$ cat src/rtl/operand_mem_pkg.sv
// Shared constants and state encoding for the operand-pair RAM controller.
package operand_mem_pkg;

    localparam int DATA_W = 64;
    localparam int ADDR_W = 6;
    localparam int DEPTH  = 64;
    // One extra bit so a full-depth burst length (DEPTH) fits in the pointers.
    localparam int PTR_W  = ADDR_W + 1;

    typedef enum logic [1:0] {
        IDLE = 2'd0,
        LOAD = 2'd1,
        READ = 2'd2
    } state_t;

endpackage

$ cat src/rtl/operand_out_reg.sv
// Registered output slice towards the FP datapath: holds one operand pair
// with its valid and last flags. A load wins over a pop in the same cycle,
// which gives back-to-back streaming without bubbles.
module operand_out_reg
    import operand_mem_pkg::*;
(
    input  logic              mem_clk,
    input  logic              mem_rst_n,
    input  logic              load,
    input  logic              pop,
    input  logic [DATA_W-1:0] d_opa,
    input  logic [DATA_W-1:0] d_opb,
    input  logic              d_last,
    output logic              out_valid,
    output logic [DATA_W-1:0] out_opa,
    output logic [DATA_W-1:0] out_opb,
    output logic              out_last
);

    // Capture a new pair on load; otherwise drop valid once the pair is taken.
    always_ff @(posedge mem_clk or negedge mem_rst_n) begin
        if (!mem_rst_n) begin
            out_valid <= 1'b0;
            out_opa   <= '0;
            out_opb   <= '0;
            out_last  <= 1'b0;
        end else if (load) begin
            out_valid <= 1'b1;
            out_opa   <= d_opa;
            out_opb   <= d_opb;
            out_last  <= d_last;
        end else if (pop) begin
            out_valid <= 1'b0;
        end
    end

endmodule

$ cat src/rtl/operand_mem_ctrl.sv
// Controller in front of the operand-pair RAM: writes a burst of loader
// pairs to consecutive addresses, then streams them back out in order.
//
// state | meaning
// IDLE  | waiting for mc_start with a non-zero length; RAM controls parked at 0
// LOAD  | accepting loader pairs, one RAM write per handshake at wr_ptr
// READ  | reading pairs at rd_ptr into the output register, draining downstream
module operand_mem_ctrl
    import operand_mem_pkg::*;
(
    input  logic              mem_clk,
    input  logic              mem_rst_n,
    input  logic              mc_start,
    input  logic [ADDR_W:0]   mc_len,
    input  logic              in_valid,
    output logic              in_ready,
    input  logic [DATA_W-1:0] in_opa,
    input  logic [DATA_W-1:0] in_opb,
    output logic [DATA_W-1:0] mem_data_in_opa,
    output logic [DATA_W-1:0] mem_data_in_opb,
    output logic              mem_we,
    output logic [ADDR_W-1:0] mc_address_mem_opa,
    output logic [ADDR_W-1:0] mc_address_mem_opb,
    input  logic [DATA_W-1:0] mem_data_out_opa,
    input  logic [DATA_W-1:0] mem_data_out_opb,
    output logic              out_valid,
    input  logic              out_ready,
    output logic [DATA_W-1:0] out_opa,
    output logic [DATA_W-1:0] out_opb,
    output logic              out_last,
    output logic              mc_busy,
    output logic              mc_done
);

    state_t             state_q;
    state_t             state_d;
    logic [PTR_W-1:0]   wr_ptr_q;
    logic [PTR_W-1:0]   rd_ptr_q;
    logic [PTR_W-1:0]   len_q;
    logic               done_q;

    logic [PTR_W-1:0]   len_sat;
    logic [ADDR_W-1:0]  addr;
    logic               start_ok;
    logic               load_hs;
    logic               load_done;
    logic               fetch;
    logic               pop;
    logic               read_done;
    logic               fetch_last;

    // Lengths beyond the RAM depth are clipped rather than rejected.
    assign len_sat    = (mc_len > PTR_W'(DEPTH)) ? PTR_W'(DEPTH) : mc_len;
    assign fetch_last = (rd_ptr_q == len_q - PTR_W'(1));

    // FSM state register.
    always_ff @(posedge mem_clk or negedge mem_rst_n) begin
        if (!mem_rst_n) begin
            state_q <= IDLE;
        end else begin
            state_q <= state_d;
        end
    end

    // Next-state decode plus the RAM-side controls and handshake strobes.
    always_comb begin
        state_d   = state_q;
        in_ready  = 1'b0;
        mem_we    = 1'b0;
        addr      = '0;
        start_ok  = 1'b0;
        load_hs   = 1'b0;
        load_done = 1'b0;
        fetch     = 1'b0;
        pop       = 1'b0;
        read_done = 1'b0;
        case (state_q)
            IDLE: begin
                if (mc_start && (mc_len != '0)) begin
                    start_ok = 1'b1;
                    state_d  = LOAD;
                end
            end
            LOAD: begin
                in_ready = 1'b1;
                mem_we   = in_valid;
                addr     = wr_ptr_q[ADDR_W-1:0];
                load_hs  = in_valid;
                if (in_valid && (wr_ptr_q == len_q - PTR_W'(1))) begin
                    load_done = 1'b1;
                    state_d   = READ;
                end
            end
            READ: begin
                addr  = rd_ptr_q[ADDR_W-1:0];
                fetch = (rd_ptr_q < len_q) && (!out_valid || out_ready);
                pop   = out_valid && out_ready;
                if (out_valid && out_ready && out_last) begin
                    read_done = 1'b1;
                    state_d   = IDLE;
                end
            end
            default: begin
                state_d = IDLE;
            end
        endcase
    end

    // Burst length latch and the write/read pointers.
    always_ff @(posedge mem_clk or negedge mem_rst_n) begin
        if (!mem_rst_n) begin
            len_q    <= '0;
            wr_ptr_q <= '0;
            rd_ptr_q <= '0;
        end else begin
            if (start_ok) begin
                len_q    <= len_sat;
                wr_ptr_q <= '0;
            end
            if (load_hs) begin
                wr_ptr_q <= wr_ptr_q + PTR_W'(1);
            end
            if (load_done) begin
                rd_ptr_q <= '0;
            end
            if (fetch) begin
                rd_ptr_q <= rd_ptr_q + PTR_W'(1);
            end
        end
    end

    // Single-cycle completion pulse after the last pair leaves.
    always_ff @(posedge mem_clk or negedge mem_rst_n) begin
        if (!mem_rst_n) begin
            done_q <= 1'b0;
        end else begin
            done_q <= read_done;
        end
    end

    operand_out_reg u_out_reg (
        .mem_clk   (mem_clk),
        .mem_rst_n (mem_rst_n),
        .load      (fetch),
        .pop       (pop),
        .d_opa     (mem_data_out_opa),
        .d_opb     (mem_data_out_opb),
        .d_last    (fetch_last),
        .out_valid (out_valid),
        .out_opa   (out_opa),
        .out_opb   (out_opb),
        .out_last  (out_last)
    );

    assign mem_data_in_opa    = in_opa;
    assign mem_data_in_opb    = in_opb;
    assign mc_address_mem_opa = addr;
    assign mc_address_mem_opb = addr;
    assign mc_busy            = (state_q == LOAD) || (state_q == READ);
    assign mc_done            = done_q;

endmodule

$ cat config.mk
export PLATFORM = sky130hd
export DESIGN_NAME = operand_mem_ctrl
export DESIGN_NICKNAME = d
export VERILOG_FILES = /design/src/rtl/operand_mem_pkg.sv /design/src/rtl/operand_out_reg.sv /design/src/rtl/operand_mem_ctrl.sv
export SDC_FILE = /design/constraint.sdc
export NUM_CORES = 1
export LEC_CHECK = 0
export BUFFER_PORTS_ARGS = -buffer_cell sky130_fd_sc_hd__buf_2
export CAP_MARGIN = 15
export CORE_AREA = 2 2 210 212
export CTS_BUF_LIST = sky130_fd_sc_hd__clkbuf_8
export DETAILED_ROUTE_END_ITERATION = 8
export DIE_AREA = 0 0 212 214
export SLEW_MARGIN = 10
export SYNTH_ARGS = -nofsm -noshare
export SYNTH_HDL_FRONTEND = slang
export SYNTH_SLANG_ARGS = --single-unit
$ cat constraint.sdc
create_clock -name mem_clk -period 2.3 [get_ports mem_clk]
set_input_delay 0 -clock mem_clk [delete_from_list [all_inputs] [get_ports mem_clk]]
set_output_delay 0 -clock mem_clk [all_outputs]
set_load 0.05 [all_outputs]
==> results_dict.tcl <==
set metrics [dict create \
    vias 6085 \
    port_buffers 285 \
    synth_nets 915 \
    synthCells 634 \
    dr_wl_met2_um 12830 \
    antenna_found_initial 0 \
    multi_input_area_sq_um 2850 \
    critPathMaxFanout 6 \
    synthFlopType "dfrtp_1" \
    fillers 4399 \
    gr-total-overflow 0 \
    top_layer "met5" \
    die-area_sq_um 45370 \
    setup_viol 0 \
    start_kind "register" \
    drt_iter0_markers 190 \
    syn_area_per_cell_sq_um 12.13 \
    firstDrtPassIters 4 \
    areaGrowthSynthToFinish_pct 50.46 \
    layout_worst_path_cycle_share_pct 98.29 \
    num_antenna_cells 0 \
    finalInstanceArea_sq_um 11570 \
    grt_pass1_wl_um 36460 \
    wire_per_inst_um 16.23 \
    std_cell_rows 76 \
    seqCellArea_sq_um 3854 \
    crit_arrival_ps 2680 \
    cts-root-buf "clkbuf_8" \
    crit_required_ps 2720 \
    power_density_nw_per_um2 1190 \
    placed_area_sq_um 9129 \
    antenna_left 0 \
    synth_area_sq_um 7692 \
    ys_seq_elements 154 \
    holdWs_ps 0.01665 \
    period_minus_slack_ps 2261 \
    grt_max_degree 45 \
    cts_tree "yes" \
    cap_violations 0 \
    detailed_place_hpwl_um 16900 \
    clock_latency_ps 540 \
    vias_per_cell 3.854 \
    die_w_um 212 \
    worst_clock_skew_ps 19.61 \
    cts_made_buffers 17 \
    numClockSinks 154 \
    power_leakage_nw 5.828 \
    route.met3.wl_um 2227 \
    final-hold-violation-count 0 \
    path_class "reg -> reg" \
    max_freq_mhz 442.3 \
    route.detailed.drc 0 \
    reg2reg_slack_ps 40 \
    hp-class "in -> out" \
    rsz0062_at_grt "true" \
    vdd_drop_max_mv 0.9323 \
    instances_no_fill 1579 \
    wl_um 25630 \
    io_pins 542 \
    status "complete, no violations" \
    path_clk_slew_ps 90 \
    async_flop_share_pct 100.0 \
    coreArea_sq_um 42890 \
    tightestPinTransition_ps 506.3 \
    fin_nets 1262 \
    cp-end-kind "register" \
    grt_pass1_vias 6565 \
    track_usage_pct 10.73 \
    gp_congestion 0.7577 \
    yosysUniqueCellTypes 44 \
    drive_gt1_share_pct 53.02 \
    seq_area_frac_synth_pct 50.10 \
    cts_buffer_depth 2 \
    wl_met1_um 9108 \
    yosysWarnings 0 \
    start_util_pct 17.94 \
    relSlewSlack_pct 66.15 \
    cts.htree.levels 4 \
    die_height_um 214 \
    slew_viol_final 0 \
    dp_cells 1385 \
    synth_edf_count 0 \
]
==> metrics by stage <==
stage	utilization, %	power, W	setup WS (ps)	setup TNS, ps
after CTS	25.69	0.01349	5.427	0
after global placement	21.29	0.01085	73.04	0
after global routing	26.99	0.01448	-25.96	-791.6
final	26.99	0.01378	39.23	0
after floorplan	-	0.009730	19.18	0
after detailed placement	21.29	0.01095	41.97	0
==> state kept, by name (all words and copies together), names as in the netlist <==
signal,count
u_out_reg.out_valid,1
u_out_reg.out_opa,64
mc_done,1
u_out_reg.out_last,1
state_q,2
wr_ptr_q,7
u_out_reg.out_opb,64
rd_ptr_q,7
len_q,7
==> cell usage after synthesis, types with 2 or more instances <==
cell / number / share of area, %
mux2_2: 131 / 19
or3_1: 3 / 0.24
nor3b_1: 2 / 0.20
clkbuf_1: 9 / 0.44
nor3_1: 9 / 0.59
a22oi_1: 6 / 0.59
buf_4: 138 / 13
nor2_1: 4 / 0.20
nand3_1: 18 / 1.2
and3_1: 4 / 0.33
buf_6: 2 / 0.29
nand2_1: 23 / 1.1
o21ai_0: 20 / 1.3
a21oi_1: 6 / 0.39
xnor2_1: 14 / 1.6
xor2_1: 2 / 0.23
a22o_1: 2 / 0.23
nand4_1: 3 / 0.24
ha_1: 13 / 2.1
nor2b_1: 8 / 0.65
buf_2: 12 / 0.78
or2_2: 2 / 0.16
nand2b_1: 11 / 0.89
a31oi_1: 4 / 0.33
o211ai_1: 4 / 0.39
a211o_1: 2 / 0.23
dfrtp_1: 154 / 50
inv_1: 12 / 0.59
==> per-layer routing <==
layer  vias up  global-route usage, %
li1       2741                      -
met1      2938                  10.40
met2       291                  17.84
met3       113                  5.131
met4         2                  7.488
met5         -                 0.5388
==> area by class of cell <==
type | count | area share (%)
clock buffer | 18 | 2.141
clock inverter | 14 | 1.481
inverter | 12 | 0.4216
multi-input combinational | 307 | 24.63
sequential | 154 | 33.30
tap | 585 | 6.324
timing repair buffer | 489 | 31.71
==> power by group <==
part / internal [W] / switching (W) / total, W
sequential: 0.00362 / 0.000542 / 0.00416
combinational: 0.00253 / 0.00485 / 0.00738
clock: 0.00111 / 0.00113 / 0.00224
==> final timing paths <==
| path | to | from | cells after the start |
|---|---|---|---|
| min | mem_data_in_opa[19] | in_opa[19] | 0 |
| max reg2reg | u_out_reg.out_opa[45] | len_q[5] | 10 |
| min in group asynchronous | u_out_reg.out_opb[37] | mem_rst_n | 4 |
| max in group asynchronous | u_out_reg.out_opb[16] | mem_rst_n | 4 |
| min reg2reg | u_out_reg.out_opa[21] | u_out_reg.out_opa[21] | 1 |
| max | u_out_reg.out_opa[45] | len_q[5] | 10 |
==> kinds of logic after synthesis <==
family                   synth area share (%)
AND/OR/NAND/NOR                         7.108
adder cells (fa/ha/maj)                 2.115
AO/OA/AOI/OAI                           4.115
XOR/XNOR                                1.822
buffers and inverters                   15.57
multiplexers                            19.18
flip-flops                              50.10
==> layout by cell type (no fill, tap or decap), types with 7 or more instances in the layout <==
| master | Yosys | final |
|---|---|---|
| buf_2 | 12 | 284 |
| dfrtp_1 | 154 | 154 |
| dlygate4sd3_1 | 0 | 145 |
| mux2_2 | 131 | 93 |
| mux2_4 | 0 | 38 |
| buf_4 | 138 | 31 |
| nand2_1 | 23 | 22 |
| o21ai_0 | 20 | 19 |
| nand3_1 | 18 | 18 |
| clkbuf_8 | 0 | 18 |
| xnor2_1 | 14 | 14 |
| inv_1 | 12 | 12 |
| nand2b_1 | 11 | 11 |
| ha_1 | 13 | 11 |
| nor3_1 | 9 | 9 |
| clkbuf_16 | 0 | 9 |
| buf_12 | 0 | 8 |
| buf_6 | 2 | 7 |
==> repair_timing <==
item / CTS / global route
setup endpoints to repair: 0 / 104
endpoints found under the hold margin: 299 / 0
setup buffers: 0 / 6
hold buffers: 146 / 0
gates resized for setup: 0 / 65
==> worst max-delay path, cell delays in order (launching register included) <==
cell,delay (ps)
dfrtp_1,400
inv_2,80
ha_4,190
and2_4,160
buf_4,130
buf_4,130
a31oi_4,240
buf_12,180
clkbuf_16,160
clkbuf_16,150
mux2_2,330
Power figures use the tool's default switching activity.
